**config.mk**
```make
export PLATFORM = sky130hd
export DESIGN_NAME = fpu
export DESIGN_NICKNAME = d
export VERILOG_FILES = /design/src/rtl/fpu.sv
export SDC_FILE = /design/constraint.sdc
export NUM_CORES = 2
export LEC_CHECK = 0
export CAP_MARGIN = 20
export CELL_PAD_IN_SITES_DETAIL_PLACEMENT = 1
export CELL_PAD_IN_SITES_GLOBAL_PLACEMENT = 1
export CORE_UTILIZATION = 54
export CTS_BUF_LIST = sky130_fd_sc_hd__clkbuf_16
export CTS_CLUSTER_SIZE = 24
export DETAILED_ROUTE_END_ITERATION = 16
export GPL_TIMING_DRIVEN = 0
export PLACE_DENSITY = 0.92
export SKIP_LAST_GASP = 1
export SYNTH_ARGS = -nofsm -noshare
export SYNTH_HDL_FRONTEND = slang
export SYNTH_SLANG_ARGS = --single-unit
export TNS_END_PERCENT = 20
```
**constraint.sdc**
```tcl
create_clock -name clk -period 25.2 [get_ports clk]
set_clock_uncertainty 0.1 [all_clocks]
set_input_delay 5.04 -clock clk [delete_from_list [all_inputs] [get_ports clk]]
set_output_delay 5.04 -clock clk [all_outputs]
set_load 0.02 [all_outputs]
```
**src/rtl/fpu.sv**
```systemverilog
// ============================================================================
// fpu : byte-bus single-precision coprocessor (add/sub/mul/div, truncating)
// Rev 1.0
// ============================================================================
`default_nettype none

module fpu (
  input  logic       clk,
  input  logic       arst,
  input  logic [7:0] databus_in,
  output logic [7:0] databus_out,
  input  logic [3:0] addr,
  input  logic       cs,
  input  logic       rd,
  input  logic       wr,
  input  logic       end_ack,
  output logic       cmd_end,
  output logic       busy
);
  localparam logic [1:0]  c_OP_SUB = 2'd1;
  localparam logic [1:0]  c_OP_MUL = 2'd2;
  localparam logic [1:0]  c_OP_DIV = 2'd3;
  localparam logic [31:0] c_QNAN   = 32'h7FC0_0000;
  localparam logic [30:0] c_INF    = {8'hFF, 23'd0};

  typedef enum logic [2:0] {S_IDLE, S_UNPACK, S_EXEC, S_NORM, S_DONE} state_t;
  state_t r_state, w_next;

  logic        r_wr_q, r_busy, r_cmd_end, r_spec, r_s, r_zs;
  logic [31:0] r_a, r_b, r_res, r_wa, r_wb, r_spec_val, r_norm;
  logic [1:0]  r_op, r_wop;
  logic [49:0] r_m;
  logic signed [10:0] r_e;
  logic [25:0] r_rem, r_q;
  logic [4:0]  r_cnt;

  logic        w_wstb, w_go;
  logic        w_sa, w_sb, w_sx, w_za, w_zb, w_nan_a, w_nan_b, w_inf_a, w_inf_b;
  logic [7:0]  w_ea, w_eb, w_big_e, w_sml_e, w_d;
  logic [23:0] w_ma, w_mb, w_big_m, w_sml_m;
  logic        w_a_ge, w_sticky, w_spec, w_qbit;
  logic [31:0] w_spec_val, w_res;
  logic [49:0] w_big_full, w_sml_full, w_sml_sh, w_sum;
  logic [47:0] w_prod;
  logic [25:0] w_rem_sub, w_rem_nx, w_q_nx;
  logic [5:0]  w_p;
  logic [22:0] w_frac;
  logic signed [10:0] w_bexp;
  logic [1:0]  w_ridx;

  assign w_wstb = ~cs & ~wr & r_wr_q;
  assign w_go   = w_wstb & (addr == 4'd9) & ~r_busy;

  // Operand decode; subtraction is folded into B's effective sign.
  assign w_ea    = r_wa[30:23];
  assign w_eb    = r_wb[30:23];
  assign w_za    = (w_ea == 8'd0);
  assign w_zb    = (w_eb == 8'd0);
  assign w_ma    = w_za ? 24'd0 : {1'b1, r_wa[22:0]};
  assign w_mb    = w_zb ? 24'd0 : {1'b1, r_wb[22:0]};
  assign w_nan_a = (&w_ea) & (|r_wa[22:0]);
  assign w_nan_b = (&w_eb) & (|r_wb[22:0]);
  assign w_inf_a = (&w_ea) & ~(|r_wa[22:0]);
  assign w_inf_b = (&w_eb) & ~(|r_wb[22:0]);
  assign w_sa    = r_wa[31];
  assign w_sb    = r_wb[31] ^ (r_wop == c_OP_SUB);
  assign w_sx    = r_wa[31] ^ r_wb[31];

  always_comb begin
    w_spec     = 1'b1;
    w_spec_val = c_QNAN;
    if (!(w_nan_a | w_nan_b)) begin
      case (r_wop)
        c_OP_MUL: begin
          if ((w_inf_a & w_zb) | (w_za & w_inf_b)) w_spec_val = c_QNAN;
          else if (w_inf_a | w_inf_b)              w_spec_val = {w_sx, c_INF};
          else                                     w_spec     = 1'b0;
        end
        c_OP_DIV: begin
          if ((w_za & w_zb) | (w_inf_a & w_inf_b)) w_spec_val = c_QNAN;
          else if (w_inf_a | w_zb)                 w_spec_val = {w_sx, c_INF};
          else if (w_inf_b)                        w_spec_val = {w_sx, 31'd0};
          else                                     w_spec     = 1'b0;
        end
        default: begin
          if (w_inf_a & w_inf_b & (w_sa != w_sb)) w_spec_val = c_QNAN;
          else if (w_inf_a)                       w_spec_val = {w_sa, c_INF};
          else if (w_inf_b)                       w_spec_val = {w_sb, c_INF};
          else                                    w_spec     = 1'b0;
        end
      endcase
    end
  end

  // Add/sub: bits shifted out of the smaller operand knock one LSB off a
  // subtraction so that truncation of the wide difference stays exact.
  assign w_a_ge     = {w_ea, w_ma} >= {w_eb, w_mb};
  assign w_big_e    = w_a_ge ? w_ea : w_eb;
  assign w_sml_e    = w_a_ge ? w_eb : w_ea;
  assign w_big_m    = w_a_ge ? w_ma : w_mb;
  assign w_sml_m    = w_a_ge ? w_mb : w_ma;
  assign w_d        = w_big_e - w_sml_e;
  assign w_big_full = {2'b00, w_big_m, 24'd0};
  assign w_sml_full = {2'b00, w_sml_m, 24'd0};
  assign w_sml_sh   = (w_d >= 8'd50) ? 50'd0 : (w_sml_full >> w_d);
  assign w_sticky   = (w_d >= 8'd50) ? (|w_sml_m) : ((w_sml_sh << w_d) != w_sml_full);
  assign w_sum      = (w_sa == w_sb) ? (w_big_full + w_sml_sh)
                                     : (w_big_full - w_sml_sh - {49'd0, w_sticky});

  assign w_prod    = w_ma * w_mb;
  assign w_qbit    = r_rem >= {2'b00, w_mb};
  assign w_rem_sub = w_qbit ? (r_rem - {2'b00, w_mb}) : r_rem;
  assign w_rem_nx  = w_rem_sub << 1;
  assign w_q_nx    = (r_q << 1) | {25'd0, w_qbit};

  // r_m is a fixed-point magnitude with value r_m * 2^(r_e - 127 - 47).
  always_comb begin
    w_p = 6'd0;
    for (int i = 0; i < 50; i++) if (r_m[i]) w_p = 6'(i);
  end
  assign w_frac = 23'((r_m << (6'd49 - w_p)) >> 26);
  assign w_bexp = r_e + $signed({5'd0, w_p}) - 11'sd47;

  always_comb begin
    if (r_m == 50'd0)             w_res = {r_zs, 31'd0};
    else if (w_bexp >= 11'sd255)  w_res = {r_s, c_INF};
    else if (w_bexp <= 11'sd0)    w_res = {r_s, 31'd0};
    else                          w_res = {r_s, w_bexp[7:0], w_frac};
  end

  always_comb begin
    w_next = r_state;
    case (r_state)
      S_IDLE:   if (w_go) w_next = S_UNPACK;
      S_UNPACK: w_next = S_EXEC;
      S_EXEC:   if (r_wop != c_OP_DIV || r_cnt == 5'd25) w_next = S_NORM;
      S_NORM:   w_next = S_DONE;
      S_DONE:   w_next = S_IDLE;
      default:  w_next = S_IDLE;
    endcase
  end

  always_ff @(posedge clk) begin
    if (!arst) r_state <= S_IDLE;
    else       r_state <= w_next;
  end

  always_ff @(posedge clk) begin
    if (!arst) begin
      r_wr_q <= 1'b1;     r_a <= '0;       r_b <= '0;      r_op <= '0;
      r_res <= '0;        r_busy <= 1'b0;  r_cmd_end <= 1'b0;
      r_wa <= '0;         r_wb <= '0;      r_wop <= '0;
      r_spec <= 1'b0;     r_spec_val <= '0; r_norm <= '0;
      r_m <= '0;          r_e <= '0;       r_s <= 1'b0;    r_zs <= 1'b0;
      r_rem <= '0;        r_q <= '0;       r_cnt <= '0;
    end else begin
      r_wr_q <= wr;
      if (w_wstb) begin
        if (addr[3:2] == 2'd0)  r_a[{addr[1:0], 3'b000} +: 8] <= databus_in;
        else if (addr[3:2] == 2'd1) r_b[{addr[1:0], 3'b000} +: 8] <= databus_in;
        else if (addr == 4'd8)  r_op <= databus_in[1:0];
      end
      if (w_go) begin
        r_busy <= 1'b1; r_cmd_end <= 1'b0;
        r_wa <= r_a; r_wb <= r_b; r_wop <= r_op;
      end else if (r_state == S_DONE) begin
        r_busy <= 1'b0; r_cmd_end <= 1'b1;
        r_res  <= r_spec ? r_spec_val : r_norm;
      end else if (end_ack) begin
        r_cmd_end <= 1'b0;
      end
      case (r_state)
        S_UNPACK: begin
          r_spec <= w_spec; r_spec_val <= w_spec_val;
          r_rem <= {2'b00, w_ma}; r_q <= '0; r_cnt <= '0;
        end
        S_EXEC: begin
          if (r_wop == c_OP_MUL) begin
            r_m <= {1'b0, w_prod, 1'b0};
            r_e <= $signed({3'd0, w_ea}) + $signed({3'd0, w_eb}) - 11'sd127;
            r_s <= w_sx; r_zs <= w_sx;
          end else if (r_wop == c_OP_DIV) begin
            r_rem <= w_rem_nx; r_q <= w_q_nx; r_cnt <= r_cnt + 5'd1;
            r_m <= {2'b00, w_q_nx, 22'd0};
            r_e <= $signed({3'd0, w_ea}) - $signed({3'd0, w_eb}) + 11'sd127;
            r_s <= w_sx; r_zs <= w_sx;
          end else begin
            r_m <= w_sum; r_e <= $signed({3'd0, w_big_e});
            r_s <= w_a_ge ? w_sa : w_sb; r_zs <= w_sa & w_sb;
          end
        end
        S_NORM:  r_norm <= w_res;
        default: ;
      endcase
    end
  end

  assign w_ridx = addr[1:0] - 2'd1;

  always_comb begin
    databus_out = 8'h00;
    if (!cs && !rd) begin
      case (addr)
        4'd0, 4'd1, 4'd2, 4'd3:   databus_out = r_a[{addr[1:0], 3'b000} +: 8];
        4'd4, 4'd5, 4'd6, 4'd7:   databus_out = r_b[{addr[1:0], 3'b000} +: 8];
        4'd8:                     databus_out = {6'd0, r_op};
        4'd9, 4'd10, 4'd11, 4'd12: databus_out = r_res[{w_ridx, 3'b000} +: 8];
        4'd13:                    databus_out = {6'd0, r_cmd_end, r_busy};
        default:                  databus_out = 8'h00;
      endcase
    end
  end

  assign cmd_end = r_cmd_end;
  assign busy    = r_busy;

endmodule

`default_nettype wire

```
==> results.rst, run 1 <==
.. list-table::
   :header-rows: 1

   * - Metric
     - Value
   * - Initial cell density of the core
     - 54.49%
   * - Largest buffer count on any clock path
     - 3
   * - Setup fix buffers added after clock tree synthesis
     - 0
   * - Synthesized instance count
     - between 6000 and 7000
   * - H-tree lvl count
     - 1
   * - Initial antenna violation count
     - between 40 and 50
   * - Ys Warns
     - 0
   * - Cts bufs inserted
     - 29
   * - Post-synth EDFFs
     - 0
   * - Io pins
     - 28
   * - Synthesized area
     - 49940 sq um
   * - Synth unique cells
     - roughly 110
   * - First error line in the log
     - [ERROR GRT-0232] Routing congestion too high. Check the congestion heatmap in the GUI.
   * - Vertical die dimension
     - 306.1 microns
   * - Routability congestion estimate
     - approximately 1.1
   * - Mean area per synthesized cell
     - 7.790 sq um
   * - Die width
     - between 300 and 400 microns
   * - HPWL Detailed
     - roughly 220000 microns
   * - Root buffer selected by CTS
     - sky130_fd_sc_hd__clkbuf_16
   * - All-layer global routing usage
     - 64.88%
   * - Cts-stage hold buffer count
     - 0
   * - Sequential element share of the synthesized area
     - around an eighth
   * - Most common flop cell mapped by yosys
     - sky130_fd_sc_hd__dfxtp_1
   * - Input/output buffers
     - 24
   * - Asr flop ratio synth
     - 0%
   * - Stopped at
     - 5_1_grt
   * - Number of synthesized register bits
     - 324
   * - Remaining global-route overflow
     - 5
   * - Clock Sinks
     - 324
   * - Synthesized Nets
     - 7311
   * - Largest net degree at the start of global routing
     - 17
   * - Total of cells resized after clock tree synthesis
     - 0
   * - Site row count
     - between 100 and 150
   * - Outcome
     - stopped before the end
metal layers:
layer	overflow	global-route usage, %
met2	4	87.02
met5	0	17.36
met3	0	38.51
met1	0	68.44
met4	1	61.86
Yosys cell counts (36+ instances only):
master | count | share of area (%)
sky130_fd_sc_hd__mux2i_1 | 208 | 4.2
sky130_fd_sc_hd__nand3_1 | 140 | 1.4
sky130_fd_sc_hd__o211ai_1 | 37 | 0.56
sky130_fd_sc_hd__dfxtp_1 | 324 | 13
sky130_fd_sc_hd__o31ai_1 | 36 | 0.54
sky130_fd_sc_hd__nor3_1 | 93 | 0.93
sky130_fd_sc_hd__mux2_2 | 45 | 1.0
sky130_fd_sc_hd__inv_1 | 738 | 5.5
sky130_fd_sc_hd__nor2b_1 | 36 | 0.45
sky130_fd_sc_hd__nand2b_1 | 50 | 0.63
sky130_fd_sc_hd__nand4_1 | 46 | 0.58
sky130_fd_sc_hd__xnor2_1 | 90 | 1.6
sky130_fd_sc_hd__a21oi_1 | 481 | 4.8
sky130_fd_sc_hd__ha_1 | 395 | 9.9
sky130_fd_sc_hd__mux4_2 | 65 | 2.9
sky130_fd_sc_hd__a211oi_1 | 72 | 1.1
sky130_fd_sc_hd__and2_1 | 80 | 1.0
sky130_fd_sc_hd__nand2_1 | 923 | 6.9
sky130_fd_sc_hd__clkbuf_1 | 322 | 2.4
sky130_fd_sc_hd__fa_1 | 487 | 20
sky130_fd_sc_hd__buf_1 | 56 | 0.42
sky130_fd_sc_hd__o21ai_0 | 234 | 2.3
sky130_fd_sc_hd__a21o_1 | 78 | 1.2
sky130_fd_sc_hd__and3_1 | 147 | 1.8
sky130_fd_sc_hd__xor2_1 | 48 | 0.84
sky130_fd_sc_hd__nor4_1 | 48 | 0.60
sky130_fd_sc_hd__a31oi_1 | 51 | 0.64
sky130_fd_sc_hd__a221oi_1 | 36 | 0.63
sky130_fd_sc_hd__nor2_1 | 527 | 4.0
kinds of logic after synthesis:
family	after synthesis	share of synthesized area, %
AOI/OAI and AO/OA	1411	18.37
xor gates and xnor gates	140	2.485
adders and majority gates	882	29.42
buffers and inverters	1156	8.821
DFF	324	12.99
muxes	319	8.144
and+or+nand+nor	2179	19.78
stage by stage:
step           utilization [%]  area [sq um]  setup WS [ns]  cells
4_1_cts                  57.45         52660          6.863   7681
3_5_place_dp             56.44         51730          6.912   7628
3_3_place_gp             56.37         51670          7.269   7621
2_1_floorplan                -         49940          12.12   6411
==> run 2, diff against run 1 <==
- CELL_PAD_IN_SITES_DETAIL_PLACEMENT: 1 -> unset
- CELL_PAD_IN_SITES_GLOBAL_PLACEMENT: 1 -> unset
- CORE_UTILIZATION: 54 -> 40
- CTS_BUF_LIST: sky130_fd_sc_hd__clkbuf_16 -> unset
- CTS_CLUSTER_SIZE: 24 -> unset
- PLACE_DENSITY: 0.92 -> unset
- PLACE_DENSITY_LB_ADDON: unset -> 0.15
==> run 2 against run 1 <==
- the run now ends clean
- synthesized cell count unchanged
- synthesized area unchanged
==> results.rst, run 2 <==
.. list-table::
   :header-rows: 1

   * - Metric
     - Value
   * - Outcome
     - completed
   * - Io pins
     - 28 (unchanged)
   * - Die width
     - 355.4 microns (+16%)
   * - Post-synth EDFFs
     - 0 (unchanged)
   * - Insertion delay to the later sink of the worst-skew pair
     - a little over 0.6 ns
   * - Worst path setup slack after routing
     - 5.470 ns
   * - Number of fillers in the final layout
     - 12950
   * - Average wire length per cell after detail routing
     - 32.25 microns
   * - Area of the die
     - 126300 sq um
   * - Largest register FFs
     - 50
   * - Cells taking the most area after synthesis
     - sky130_fd_sc_hd__fa_1, sky130_fd_sc_hd__dfxtp_1, sky130_fd_sc_hd__ha_1
   * - Data required time of the worst path
     - ~26 ns
   * - Max incr delay on CP
     - roughly 1.1 ns
   * - Initial cell density of the core
     - 40.34% (-14 points)
   * - Maximum resistive drop on vdd
     - 0.03706 mV
   * - Net switching power
     - ~450 uW
   * - Largest buffer count on any clock path
     - 3 (unchanged)
   * - Worst max-slew margin expressed relative to the limit
     - about 9.2%
   * - Site row count
     - 129 (+16%)
   * - Top cells by instance count after synthesis
     - sky130_fd_sc_hd__nand2_1, sky130_fd_sc_hd__inv_1, sky130_fd_sc_hd__nor2_1, sky130_fd_sc_hd__fa_1, sky130_fd_sc_hd__a21oi_1
   * - Synthesized instance count
     - 6411 (unchanged)
   * - Path category of the worst min-delay check
     - reg2reg
   * - Remaining number of nets flagged by the antenna check after routing
     - 0
   * - Switching power share of the total
     - 31.96%
   * - Top cell type's share of synthesized area
     - 19.52% (unchanged)
   * - Max Transition Viols Final
     - 0
   * - Count leader, synth
     - sky130_fd_sc_hd__nand2_1
   * - Count of final hold-check violations
     - 0
   * - Critical Path Slowest Stage Cell
     - sky130_fd_sc_hd__a222oi_1
   * - Static leakage power
     - ~23 nW
   * - Total Nets Final
     - 7400
   * - Via count
     - about 50000
   * - All-layer global routing usage
     - 41.08%
   * - Unrepaired setup endpoints after global routing
     - false
   * - Asr flop ratio synth
     - 0% (unchanged)
   * - Core region area
     - 123800 sq um
   * - CTS tree
     - built
   * - Number of max-cap violations
     - 0
   * - Most frequent cells in the layout
     - sky130_fd_sc_hd__nand2_1, sky130_fd_sc_hd__inv_1, sky130_fd_sc_hd__nor2_1, sky130_fd_sc_hd__fa_1, sky130_fd_sc_hd__a21oi_1
   * - H-tree lvl count
     - 2 (+1)
   * - Startpoint kind of the worst setup timing path
     - register
   * - Final critical path time including I/O delays and setup
     - 19.73 ns
   * - Setup CP Type
     - reg2reg
   * - Setup fix buffers added after clock tree synthesis
     - 0 (unchanged)
   * - Synth unique cells
     - 111 (unchanged)
   * - Root buffer selected by CTS
     - sky130_fd_sc_hd__clkbuf_16
   * - Pwr dens
     - 26.01 nW/um^2
   * - Seq pwr share
     - 36.9%
   * - Vertical die dimension
     - 355.4 microns (+16%)
   * - Maximum fanout along the worst path
     - 10
   * - Area growth, synth to finish
     - 7.796%
   * - Critical Path Sink Type
     - register
   * - Top register by number of flip-flops
     - r_m
   * - Measured slew at the worst slew-check pin
     - 1.362 ns
   * - Average via count per standard cell
     - 6.233
   * - Most frequent CP cell
     - sky130_fd_sc_hd__clkbuf_1
   * - Cts-stage hold buffer count
     - 0 (unchanged)
   * - Largest net degree at the start of global routing
     - 13
   * - Setup TNS after final layout
     - 0 ns
   * - # setup viols final
     - 0
   * - Arrival @ worst endpoint
     - 20.08 ns
   * - Routability congestion estimate
     - 1.082 (-1.3%)
   * - Dominant cell type by area after synthesis
     - sky130_fd_sc_hd__fa_1
   * - Total of cells resized after clock tree synthesis
     - 0 (unchanged)
   * - Cts bufs inserted
     - 41 (+41%)
   * - Synthesized Nets
     - 7311 (unchanged)
   * - Ratio of cells with drive above 1 in the final layout
     - 4.381%
   * - Total wirelength of the detailed-routed design
     - approximately 260000 microns
   * - Mean area per synthesized cell
     - 7.790 sq um (unchanged)
   * - Sequential element share of the synthesized area
     - 12.99% (unchanged)
   * - Tightest hold margin
     - 0.3492 ns
   * - Setup Slack @ Placement
     - 6.393 ns (-0.5183 ns)
   * - DRC violations left
     - 0
   * - Clock-pin slew of the registers on the worst-case setup and hold paths
     - 0.06 ns
   * - Proportion of power drawn by combinational gates
     - 19.4%
   * - Family with the most delay on the worst path
     - compound AO/OA/AOI/OAI gates
   * - Number of synthesized register bits
     - 324 (unchanged)
   * - Ys Warns
     - 0 (unchanged)
   * - Part of the total power dissipated in the clock network
     - 43.7%
   * - Initial drt markers
     - 6741
   * - Final worst path period share
     - 78.29%
   * - Remaining global-route overflow
     - 0
   * - Wire length of the first global-routing pass
     - 370600 microns
   * - Commonest non-fill, non-tap cell in the layout
     - sky130_fd_sc_hd__nand2_1
   * - DRT Pass-1 Iters
     - 9
   * - Most common flop cell mapped by yosys
     - sky130_fd_sc_hd__dfxtp_1
   * - Maximum clock frequency
     - about 51 MHz
   * - PnR Total Power
     - around 1.4 mW
   * - Clock Sinks
     - 324 (unchanged)
   * - Synthesized area
     - 49940 sq um (unchanged)
   * - Cell-internal power
     - 952.7 uW
   * - Bufs and invs on worst path
     - 13
   * - Initial antenna violation count
     - 18
   * - Input/output buffers
     - 24 (unchanged)
   * - Number of global-route vias before repair
     - 48570
   * - HPWL Detailed
     - 219100 microns (+1.1%)
run 2: cell counts after synthesis:
No cell type changed its count.
run 2: worst paths after layout:
path | startpoint | to | slack (ns) | cells after the start
min | r_res[2] | r_res[2] | 0.35 | 2
min reg2reg | r_res[2] | r_res[2] | 0.35 | 2
max | r_wb[24] | r_m[41] | 5.47 | 62
max reg2reg | r_wb[24] | r_m[41] | 5.47 | 62
run 2: cells by family after synthesis:
kind of cell | share of synthesized area [%]
simple gates | 19.78
fa+ha+maj | 29.42
flops | 12.99
compound gates | 18.37
xor+xnor | 2.485
buf+inv | 8.821
mux | 8.144
run 2: power groups by stage:
stage / Sequential (mW) / Combinational, mW / Clock (mW)
final: 0.516 / 0.272 / 0.612
after global routing: 0.516 / 0.286 / 0.634
after detailed placement: 0.528 / 0.262 / 0
after floorplan: 0.526 / 0.176 / 0
after global placement: 0.528 / 0.262 / 0
after CTS: 0.516 / 0.263 / 0.615
run 2: worst min-delay path, delay by kind of cell, from the launching register on:
family           cells  cell delay [ns]
AO/OA/AOI/OAI        1             0.05
flip-flops           1             0.30
AND/OR/NAND/NOR      1             0.05
run 2: per-stage QoR:
stage / cell area [sq um] / cells / utilization [%]
2_1_floorplan: 49940 / 6411 / -
3_3_place_gp: 52230 / 8072 / 42.19
3_5_place_dp: 52420 / 8089 / 42.34
4_1_cts: 53760 / 8160 / 43.42
5_1_grt: 53810 / 8165 / 43.46
6_report: 53840 / 8178 / 43.49
run 2: metal layers:
metal	track usage (%)	part of all wire, %	wire, microns	vias to the layer above
met5	0	0.025	66	-
met4	20.93	6.1	16100	10
met3	10.25	10	27610	626
met2	60.19	42	109800	3001
met1	55.72	42	110100	25240
li1	-	-	-	22100
run 2: layout make-up:
class	instances	area (sq um)	share of cell area, %
repair buffers	46	467.9	0.8692
plain buffers	404	1585	2.945
diodes	13	32.53	0.06042
flip-flops and latches	324	6486	12.05
clock inverters	14	171.4	0.3184
well taps	1637	2048	3.804
inverters	752	2823	5.243
clock buffers	57	1166	2.166
multi-input cells	4931	39060	72.55
(Power assumes the default switching activity.)
